[src/rtl/seq_detect_scheduler_pkg.sv]
// Shared encodings and default sizes for the round-robin 1100 detector scheduler.
package seq_sched_pkg;

   localparam int unsigned N_REQ_DEF = 4;
   localparam int unsigned W_DEF     = 8;
   localparam int unsigned CNT_W_DEF = 4;

   typedef enum logic [2:0] {
      IDLE  = 3'd0,
      LOAD  = 3'd1,
      SHIFT = 3'd2,
      DRAIN = 3'd3,
      DONE  = 3'd4
   } sched_state_e;

   typedef enum logic [2:0] {
      S0 = 3'd0,
      S1 = 3'd1,
      S2 = 3'd2,
      S3 = 3'd3,
      S4 = 3'd4
   } det_state_e;

endpackage

[src/rtl/seq_detect_scheduler_det.sv]
// Moore non-overlapping serial 1100 detector; Y is high only in S4.
module seq1100_det
   import seq_sched_pkg::*;
(
   input  logic clk,
   input  logic rst,
   input  logic in_bit,
   output logic Y
);

   det_state_e state_q, state_d;
   logic       y_q, y_d;

   always_ff @(posedge clk) begin
      if (rst) begin
         state_q <= S0;
         y_q     <= 1'b0;
      end else begin
         state_q <= state_d;
         y_q     <= y_d;
      end
   end

   // After a detect (S4) matching restarts from scratch.
   always_comb begin
      state_d = S0;
      case (state_q)
         S0:      state_d = in_bit ? S1 : S0;
         S1:      state_d = in_bit ? S2 : S0;
         S2:      state_d = in_bit ? S2 : S3;
         S3:      state_d = in_bit ? S1 : S4;
         S4:      state_d = in_bit ? S1 : S0;
         default: state_d = S0;
      endcase
      y_d = (state_d == S4);
   end

   assign Y = y_q;

endmodule

[src/rtl/seq_detect_scheduler.sv]
// Round-robin scheduler sharing one 1100 detector among N_REQ requesters.
// Optional SEQ_SCHED_STATS_EN adds a saturating total_hits accumulator.
module seq_detect_scheduler
   import seq_sched_pkg::*;
#(
   parameter int unsigned N_REQ = N_REQ_DEF,
   parameter int unsigned W     = W_DEF,
   parameter int unsigned CNT_W = CNT_W_DEF
) (
   input  logic                     clk,
   input  logic                     rst,
   input  logic [N_REQ-1:0]         req,
   input  logic [N_REQ*W-1:0]       req_data,
   output logic [N_REQ-1:0]         gnt,
   output logic                     busy,
   output logic                     done,
   output logic [$clog2(N_REQ)-1:0] done_id,
   output logic [CNT_W-1:0]         hit_cnt
`ifdef SEQ_SCHED_STATS_EN
   ,
   output logic [15:0]              total_hits
`endif
);

   localparam int unsigned ID_W  = $clog2(N_REQ);
   localparam int unsigned BIT_W = $clog2(W);

   sched_state_e      state_q, state_d;
   logic [ID_W-1:0]   last_grant_q, last_grant_d;
   logic [W-1:0]      shreg_q, shreg_d;
   logic [BIT_W-1:0]  bit_cnt_q, bit_cnt_d;
   logic [CNT_W-1:0]  hits_q, hits_d;
   logic [N_REQ-1:0]  gnt_q, gnt_d;
   logic              busy_q, busy_d;
   logic              done_q, done_d;
   logic [ID_W-1:0]   done_id_q, done_id_d;
   logic [CNT_W-1:0]  hit_cnt_q, hit_cnt_d;

   logic              found_c;
   logic [ID_W-1:0]   winner_c, cand_c;
   logic [W-1:0]      load_word_c;
   logic [CNT_W-1:0]  hits_inc_c;
   logic              det_in_c, det_rst_c, det_y_c;

   always_ff @(posedge clk) begin
      if (rst) begin
         state_q      <= IDLE;
         last_grant_q <= ID_W'(N_REQ - 1);
         shreg_q      <= '0;
         bit_cnt_q    <= '0;
         hits_q       <= '0;
         gnt_q        <= '0;
         busy_q       <= 1'b0;
         done_q       <= 1'b0;
         done_id_q    <= '0;
         hit_cnt_q    <= '0;
      end else begin
         state_q      <= state_d;
         last_grant_q <= last_grant_d;
         shreg_q      <= shreg_d;
         bit_cnt_q    <= bit_cnt_d;
         hits_q       <= hits_d;
         gnt_q        <= gnt_d;
         busy_q       <= busy_d;
         done_q       <= done_d;
         done_id_q    <= done_id_d;
         hit_cnt_q    <= hit_cnt_d;
      end
   end

   // Round-robin search starting one past the previous grant.
   always_comb begin
      found_c  = 1'b0;
      winner_c = '0;
      cand_c   = '0;
      for (int unsigned k = 1; k <= N_REQ; k++) begin
         cand_c = ID_W'((32'(last_grant_q) + k) % N_REQ);
         if (!found_c && req[cand_c]) begin
            found_c  = 1'b1;
            winner_c = cand_c;
         end
      end
   end

   // Word of the granted requester, sampled while its gnt is high.
   always_comb begin
      load_word_c = '0;
      for (int i = 0; i < int'(N_REQ); i++) begin
         if (ID_W'(i) == last_grant_q) load_word_c = req_data[i*W +: W];
      end
   end

   assign hits_inc_c = (&hits_q) ? hits_q : hits_q + CNT_W'(det_y_c);

   always_comb begin
      state_d      = state_q;
      last_grant_d = last_grant_q;
      shreg_d      = shreg_q;
      bit_cnt_d    = bit_cnt_q;
      hits_d       = hits_q;
      gnt_d        = '0;
      done_d       = 1'b0;
      done_id_d    = '0;
      hit_cnt_d    = '0;
      det_in_c     = 1'b0;
      case (state_q)
         IDLE: begin
            if (found_c) begin
               state_d      = LOAD;
               gnt_d        = N_REQ'(1) << winner_c;
               last_grant_d = winner_c;
            end
         end
         LOAD: begin
            state_d   = SHIFT;
            shreg_d   = load_word_c;
            bit_cnt_d = '0;
            hits_d    = '0;
         end
         SHIFT: begin
            det_in_c  = shreg_q[W-1];
            shreg_d   = {shreg_q[W-2:0], 1'b0};
            bit_cnt_d = bit_cnt_q + BIT_W'(1);
            hits_d    = hits_inc_c;
            if (bit_cnt_q == BIT_W'(W - 1)) state_d = DRAIN;
         end
         DRAIN: begin
            hits_d    = hits_inc_c;
            state_d   = DONE;
            done_d    = 1'b1;
            done_id_d = last_grant_q;
            hit_cnt_d = hits_inc_c;
         end
         DONE:    state_d = IDLE;
         default: state_d = IDLE;
      endcase
      busy_d = (state_d != IDLE);
   end

   assign det_rst_c = rst | (state_q == LOAD);

   seq1100_det u_det (
      .clk    (clk),
      .rst    (det_rst_c),
      .in_bit (det_in_c),
      .Y      (det_y_c)
   );

   assign gnt     = gnt_q;
   assign busy    = busy_q;
   assign done    = done_q;
   assign done_id = done_id_q;
   assign hit_cnt = hit_cnt_q;

`ifdef SEQ_SCHED_STATS_EN
   logic [15:0] total_q, total_d;
   logic [16:0] total_sum_c;

   always_comb begin
      total_d     = total_q;
      total_sum_c = 17'(total_q) + 17'(hit_cnt_q);
      if (state_q == DONE) total_d = total_sum_c[16] ? 16'hFFFF : total_sum_c[15:0];
   end

   always_ff @(posedge clk) begin
      if (rst) total_q <= '0;
      else     total_q <= total_d;
   end

   assign total_hits = total_q;
`endif

endmodule

[config.mk]
export PLATFORM = sky130hd
export DESIGN_NAME = seq_detect_scheduler
export DESIGN_NICKNAME = d
export VERILOG_FILES = /design/src/rtl/seq_detect_scheduler_pkg.sv /design/src/rtl/seq_detect_scheduler_det.sv /design/src/rtl/seq_detect_scheduler.sv
export SDC_FILE = /design/constraint.sdc
export NUM_CORES = 1
export LEC_CHECK = 0
export ABC_CLOCK_PERIOD_IN_PS = 6000
export CAP_MARGIN = 20
export CORE_MARGIN = 2
export CORE_UTILIZATION = 35
export CTS_CLUSTER_DIAMETER = 100
export DETAILED_ROUTE_END_ITERATION = 16
export PLACE_DENSITY = 0.7
export SYNTH_ARGS = -nofsm -noshare
export SYNTH_HDL_FRONTEND = slang
export SYNTH_SLANG_ARGS = --single-unit
[constraint.sdc]
create_clock -name clk -period 6 [get_ports clk]
set_input_delay 0.9 -clock clk [delete_from_list [all_inputs] [get_ports clk]]
set_output_delay 0.9 -clock clk [all_outputs]
set_load 0.01 [all_outputs]
==> results of run 1 <==
-- area by class of cell --
cell class / count / area, um2
Sequential cell: 36 / 721
Fill cell: 546 / 2930
Multi-Input combinational cell: 175 / 1130
Timing Repair Buffer: 50 / 498
Tap cell: 72 / 90.1
Clock inverter: 1 / 5.00
Clock buffer: 6 / 72.6
Inverter: 5 / 18.8
-- kinds of logic after synthesis --
group                      count (synthesis)  share of synthesized area [%]
and+or+nand+nor                           78                           21.9
adders and majority gates                  8                           5.10
muxes                                      5                           2.87
buffers and inverters                     23                           5.48
xor gates and xnor gates                   2                          0.892
AOI/OAI and AO/OA                         82                           27.1
DFF                                       36                           36.7
-- state kept, by name, summed over array words and instances, names as in the netlist --
signal and count:
busy 1, done 1, hits_q 4, gnt 4, u_det.state_q 3, bit_cnt_q 3, hit_cnt 4, last_grant_q 2
shreg_q 8, u_det.Y 1, done_id 2, state_q 3
-- how the worst min path moves through the flow --
stage	cells past startpoint	endpoint	slack, ns
final	1	u_det.state_q[1]	0.46
after global routing	1	u_det.state_q[1]	0.48
after CTS	1	u_det.state_q[1]	0.46
after floorplan	1	u_det.state_q[1]	0.42
after detailed placement	1	u_det.state_q[1]	0.45
after global placement	1	u_det.state_q[1]	0.43
-- layer usage --
metal  routed length (um)  up-vias  GRT usage (%)
met2                 1930       63           24.8
met3                  324        8           4.09
li1                     -      940              -
met1                 2200      817           17.1
met4                   67        0           4.83
met5                    0        -              0
-- power breakdown --
group          internal, mW  switching (mW)
clock                0.0788          0.0790
sequential            0.273          0.0341
combinational         0.155           0.186
-- stage by stage --
step / hold slack [ns] / cells
floorplan: 0.422 / 234
global placement: 0.433 / 338
CTS: 0.463 / 345
global route: 0.480 / 345
finish: 0.458 / 345
detailed placement: 0.453 / 338
-- Yosys cell counts, types with 2 or more instances --
master	instances	area (um2)
o21a_1	9	67.6
nand3_1	7	35.0
nor3b_2	2	25.0
a21oi_1	32	160
nor4_1	3	18.8
or2_2	3	18.8
nand2_1	22	82.6
a211oi_1	2	15.0
clkbuf_1	11	41.3
buf_2	5	25.0
o21ai_0	16	80.1
nor3_1	8	40.0
dfxtp_1	36	721
or3_1	3	18.8
inv_1	4	15.0
a311oi_1	7	61.3
nand2b_1	2	12.5
nor2b_1	4	25.0
mux2i_1	3	30.0
a32o_1	2	20.0
nor2_1	9	33.8
a22oi_1	2	15.0
xnor2_1	2	17.5
nand3b_1	9	67.6
nor3b_1	2	15.0
o31ai_1	2	15.0
ha_1	8	100
buf_6	2	22.5
==> flow_summary.ini, run 1 <==
[run_status]
status = finished, final reports clean

[drt]
drt_drc_violations_left = 0
avgRoutedWirePerCell_um = 13.1
antenna_left = 0
drt_iter0_drc = 230
drt_pre_antenna_iters = 4
vias = 1828
drt-total-wl_mm = 4.52
vias_per_cell = 5.30

[synthesis]
syn_inst = 234
netlist_area_um2 = 1960
avgSynthCellArea_um2 = 8.39
synth_edf_count = 0
yosysSeqAreaShare_pct = 36.7
ys.flop_type = dfxtp_1
synth_cell_types = 45
yosys_warnings = 0
synth.net_count = 280
async_flop_share_pct = 0
ys_ff_latch = 36

[place]
io_buffers = 49
gp_congestion = 0.814
dp_hpwl_mm = 3.22
place_area_um2 = 2460
place_ws_ns = 3.26

[floorplan]
row_count = 27
num_io_pins = 50
core_um2 = 5470
die_h_um = 78.9
fp.dieArea_um2 = 6220
start_util_pct = 35.9
die_w_um = 78.9

[worst_hold_path]
worst_hold_startpoint = u_det.state_q[2]
hp-class = register to register

[layout]
antenna_cells = 0
drive_above_1_share_pct = 6.96
final_util_pct = 46.4
final_common_cell = clkdlybuf4s50_1
design_area_um2 = 2540
final_nets = 319
final_cell_mix = 49 x clkdlybuf4s50_1, 36 x dfxtp_1, 32 x a21oi_1
syn_to_final_growth_pct = 29.4

[setup_path]
worstPathRequired_ns = 6.18
cp_max_fo = 9
crit_family = adder cells
worstRegToRegCells = 7
cp_slowest_cell = ha_1
cp-end-kind = register
cp_num_cells = 7
startpoint_type = register
critical_path_class = register to register
arrival_ns = 2.71
rr_startpoint = last_grant_q[1]
path_buf_inv = 1
path_cells = inv_1 -> ha_1 -> mux2_4 -> a31oi_1 -> a32o_1 -> o221ai_1 -> and3b_2
timing.rr.end = gnt[0]
r2r_slack_ns = 3.46
critical_path.endpoint = gnt[0]
slowest_delay_ns = 0.54
worstSetupStartpoint = last_grant_q[1]

[sta]
rsz0062_at_grt = false
worst_slack_ns = 3.46
fin_tns_setup_ns = 0
final_hold_viol_count = 0
finClkSkew_ns = 0.00532
finalSetupViolations = 0
finalCritPeriodShare_pct = 42.3
max_freq_mhz = 394
fin_crit_ns = 2.54
worstMarginPinSlew_ns = 0.773
relSlewSlack_pct = 48.4
final-max-slew-violation-count = 0

[clock_tree]
clk_pin_slew_ns = 0.06
cts_tree = done
cts_buffer_depth = 2
post_cts_buffers = 0
htree_levels = 2
ctsResizeCount = 0
cts_hold_buf = 0
clk_latency_ns = 0.28
cts_sinks = 36
cts-root-buf = clkbuf_8
cts_inserted_buffers = 5

[pwr]
ir_drop_v = 0.000128
power.density_nw_per_um2 = 317
p_leak_nw = 0.884
p_total_mw = 0.806

[grt]
track_usage_pct = 14.3
antenna_found_initial = 0
grt_pass1_vias = 1661
grt_pass1_wl_mm = 7.29
grt-ovfl-total = 0
grt_max_degree = 27

[flow_run]
maxCapViolCount = 0
Power figures use the tool's default switching activity.
==> inputs of run 2 (changes only) <==
Settings changed: ABC_CLOCK_PERIOD_IN_PS 6000 to 2500.
Clock period 6 ns to 2.5 ns, I/O delays scaled along.
==> flow_summary.ini, run 2 (synthesis results as in run 1) <==
[place]
gp_congestion = 0.770
io_buffers = 49
place_area_um2 = 2500
dp_hpwl_mm = 3.26
dp.cells = 343

[setup_path]
cp-end-kind = register
rr_startpoint = last_grant_q[1]
r2r_slack_ns = 0.16
critical_path_class = register to register
critical_path.endpoint = gnt[0]
worstSetupStartpoint = last_grant_q[1]
cp_max_fo = 9
timing.rr.end = gnt[0]
arrival_ns = 2.52
startpoint_type = register
worstRegToRegCells = 7
worstPathRequired_ns = 2.68

[grt]
track_usage_pct = 15.5
grt-ovfl-total = 0
grt_pass1_vias = 1686
grt_max_degree = 23
grt_pass1_wl_mm = 7.76
antenna_found_initial = 0

[sta]
final-max-slew-violation-count = 0
hold_ws_ns = 0.442
max_freq_mhz = 428
final_hold_viol_count = 0
fin_tns_setup_ns = 0
finalCritPeriodShare_pct = 93.4
worstMarginPinSlew_ns = 0.636
finClkSkew_ns = 0.00702
fin_crit_ns = 2.34
relSlewSlack_pct = 57.6
rsz0062_at_grt = false
finalSetupViolations = 0

[floorplan]
core_um2 = 5470
die_w_um = 78.9
row_count = 27
start_util_pct = 35.9
die_h_um = 78.9
num_io_pins = 50
fp.dieArea_um2 = 6220

[clock_tree]
cts_tree = done
clk_pin_slew_ns = 0.06
clk_latency_ns = 0.29
htree_levels = 2
cts_buffer_depth = 2
cts_sinks = 36
cts-root-buf = clkbuf_8
cts_inserted_buffers = 5
post_cts_buffers = 0

[pwr]
p_total_mw = 2.09
power.density_nw_per_um2 = 801
p_leak_nw = 0.921
ir_drop_v = 0.000294

[layout]
largest_register = shreg_q
final_common_cell = clkdlybuf4s50_1
final_cell_mix = 49 x clkdlybuf4s50_1, 36 x dfxtp_1, 32 x a21oi_1
final_nets = 324
fill_cells = 528
design_area_um2 = 2610
antenna_cells = 0
finalNonFillerCells = 351
drive_above_1_share_pct = 9.32
syn_to_final_growth_pct = 33.0
largest_reg_flops = 8

[drt]
avgRoutedWirePerCell_um = 13.1
drt_pre_antenna_iters = 4
vias = 1851
vias_per_cell = 5.27
antenna_left = 0
drt_iter0_drc = 153
drt-total-wl_mm = 4.58
drt_drc_violations_left = 0

[run_status]
status = finished, final reports clean

[flow_run]
maxCapViolCount = 0

[worst_hold_path]
worst_hold_startpoint = u_det.state_q[2]
hp-class = register to register
[run 2: metal layers]
metal | track usage, % | up-vias | wire length, um
li1 | - | 949 | -
met1 | 19.2 | 822 | 2160
met2 | 24.5 | 69 | 1940
met3 | 5.11 | 11 | 385
met4 | 7.07 | 0 | 97
met5 | 0 | - | 0
[run 2: final cells by class]
type / instances / area (um2) / share of cell area (%)
multi-input combinational: 175 / 1140 / 43.6
inverter: 5 / 18.8 / 0.719
clock inverter: 2 / 35.0 / 1.34
clock buffer: 6 / 72.6 / 2.78
timing repair buffer: 55 / 536 / 20.5
tap: 72 / 90.1 / 3.45
sequential: 36 / 721 / 27.6
[run 2: worst min-delay path by stage]
stage,end,slack (ns),depth (start not counted)
3_3_place_gp,u_det.state_q[1],0.43,1
3_5_place_dp,u_det.state_q[1],0.44,1
5_1_grt,u_det.state_q[1],0.45,1
2_1_floorplan,u_det.state_q[1],0.42,1
4_1_cts,u_det.state_q[1],0.45,1
6_report,u_det.state_q[1],0.44,1
[run 2: repair_timing]
item                                    CTS  global route
hold endpoints to repair                  0             0
gates resized for setup                   0             1
endpoints found under the setup margin    0             3
hold buffers                              0             0
[run 2: power breakdown]
group          internal, mW  switching [mW]
Sequential            0.655          0.0682
Clock                 0.296           0.198
Combinational         0.408           0.465
Total                  1.36           0.732
[run 2: worst max-delay path, stage by stage, from the launching register on]
cell and delay (ns):
dfxtp_1 0.52, inv_1 0.11, ha_2 0.47, mux2_4 0.33, a31oi_1 0.17, a32o_1 0.15, o221ai_1 0.21, and3b_2 0.28
[run 2: per-stage QoR]
step           utilization (%)  setup WS (ns)
2_1_floorplan                -          0.390
3_3_place_gp              45.7          0.259
3_5_place_dp              45.7          0.147
4_1_cts                   47.6          0.129
5_1_grt                   47.7         0.0299
6_report                  47.7          0.164
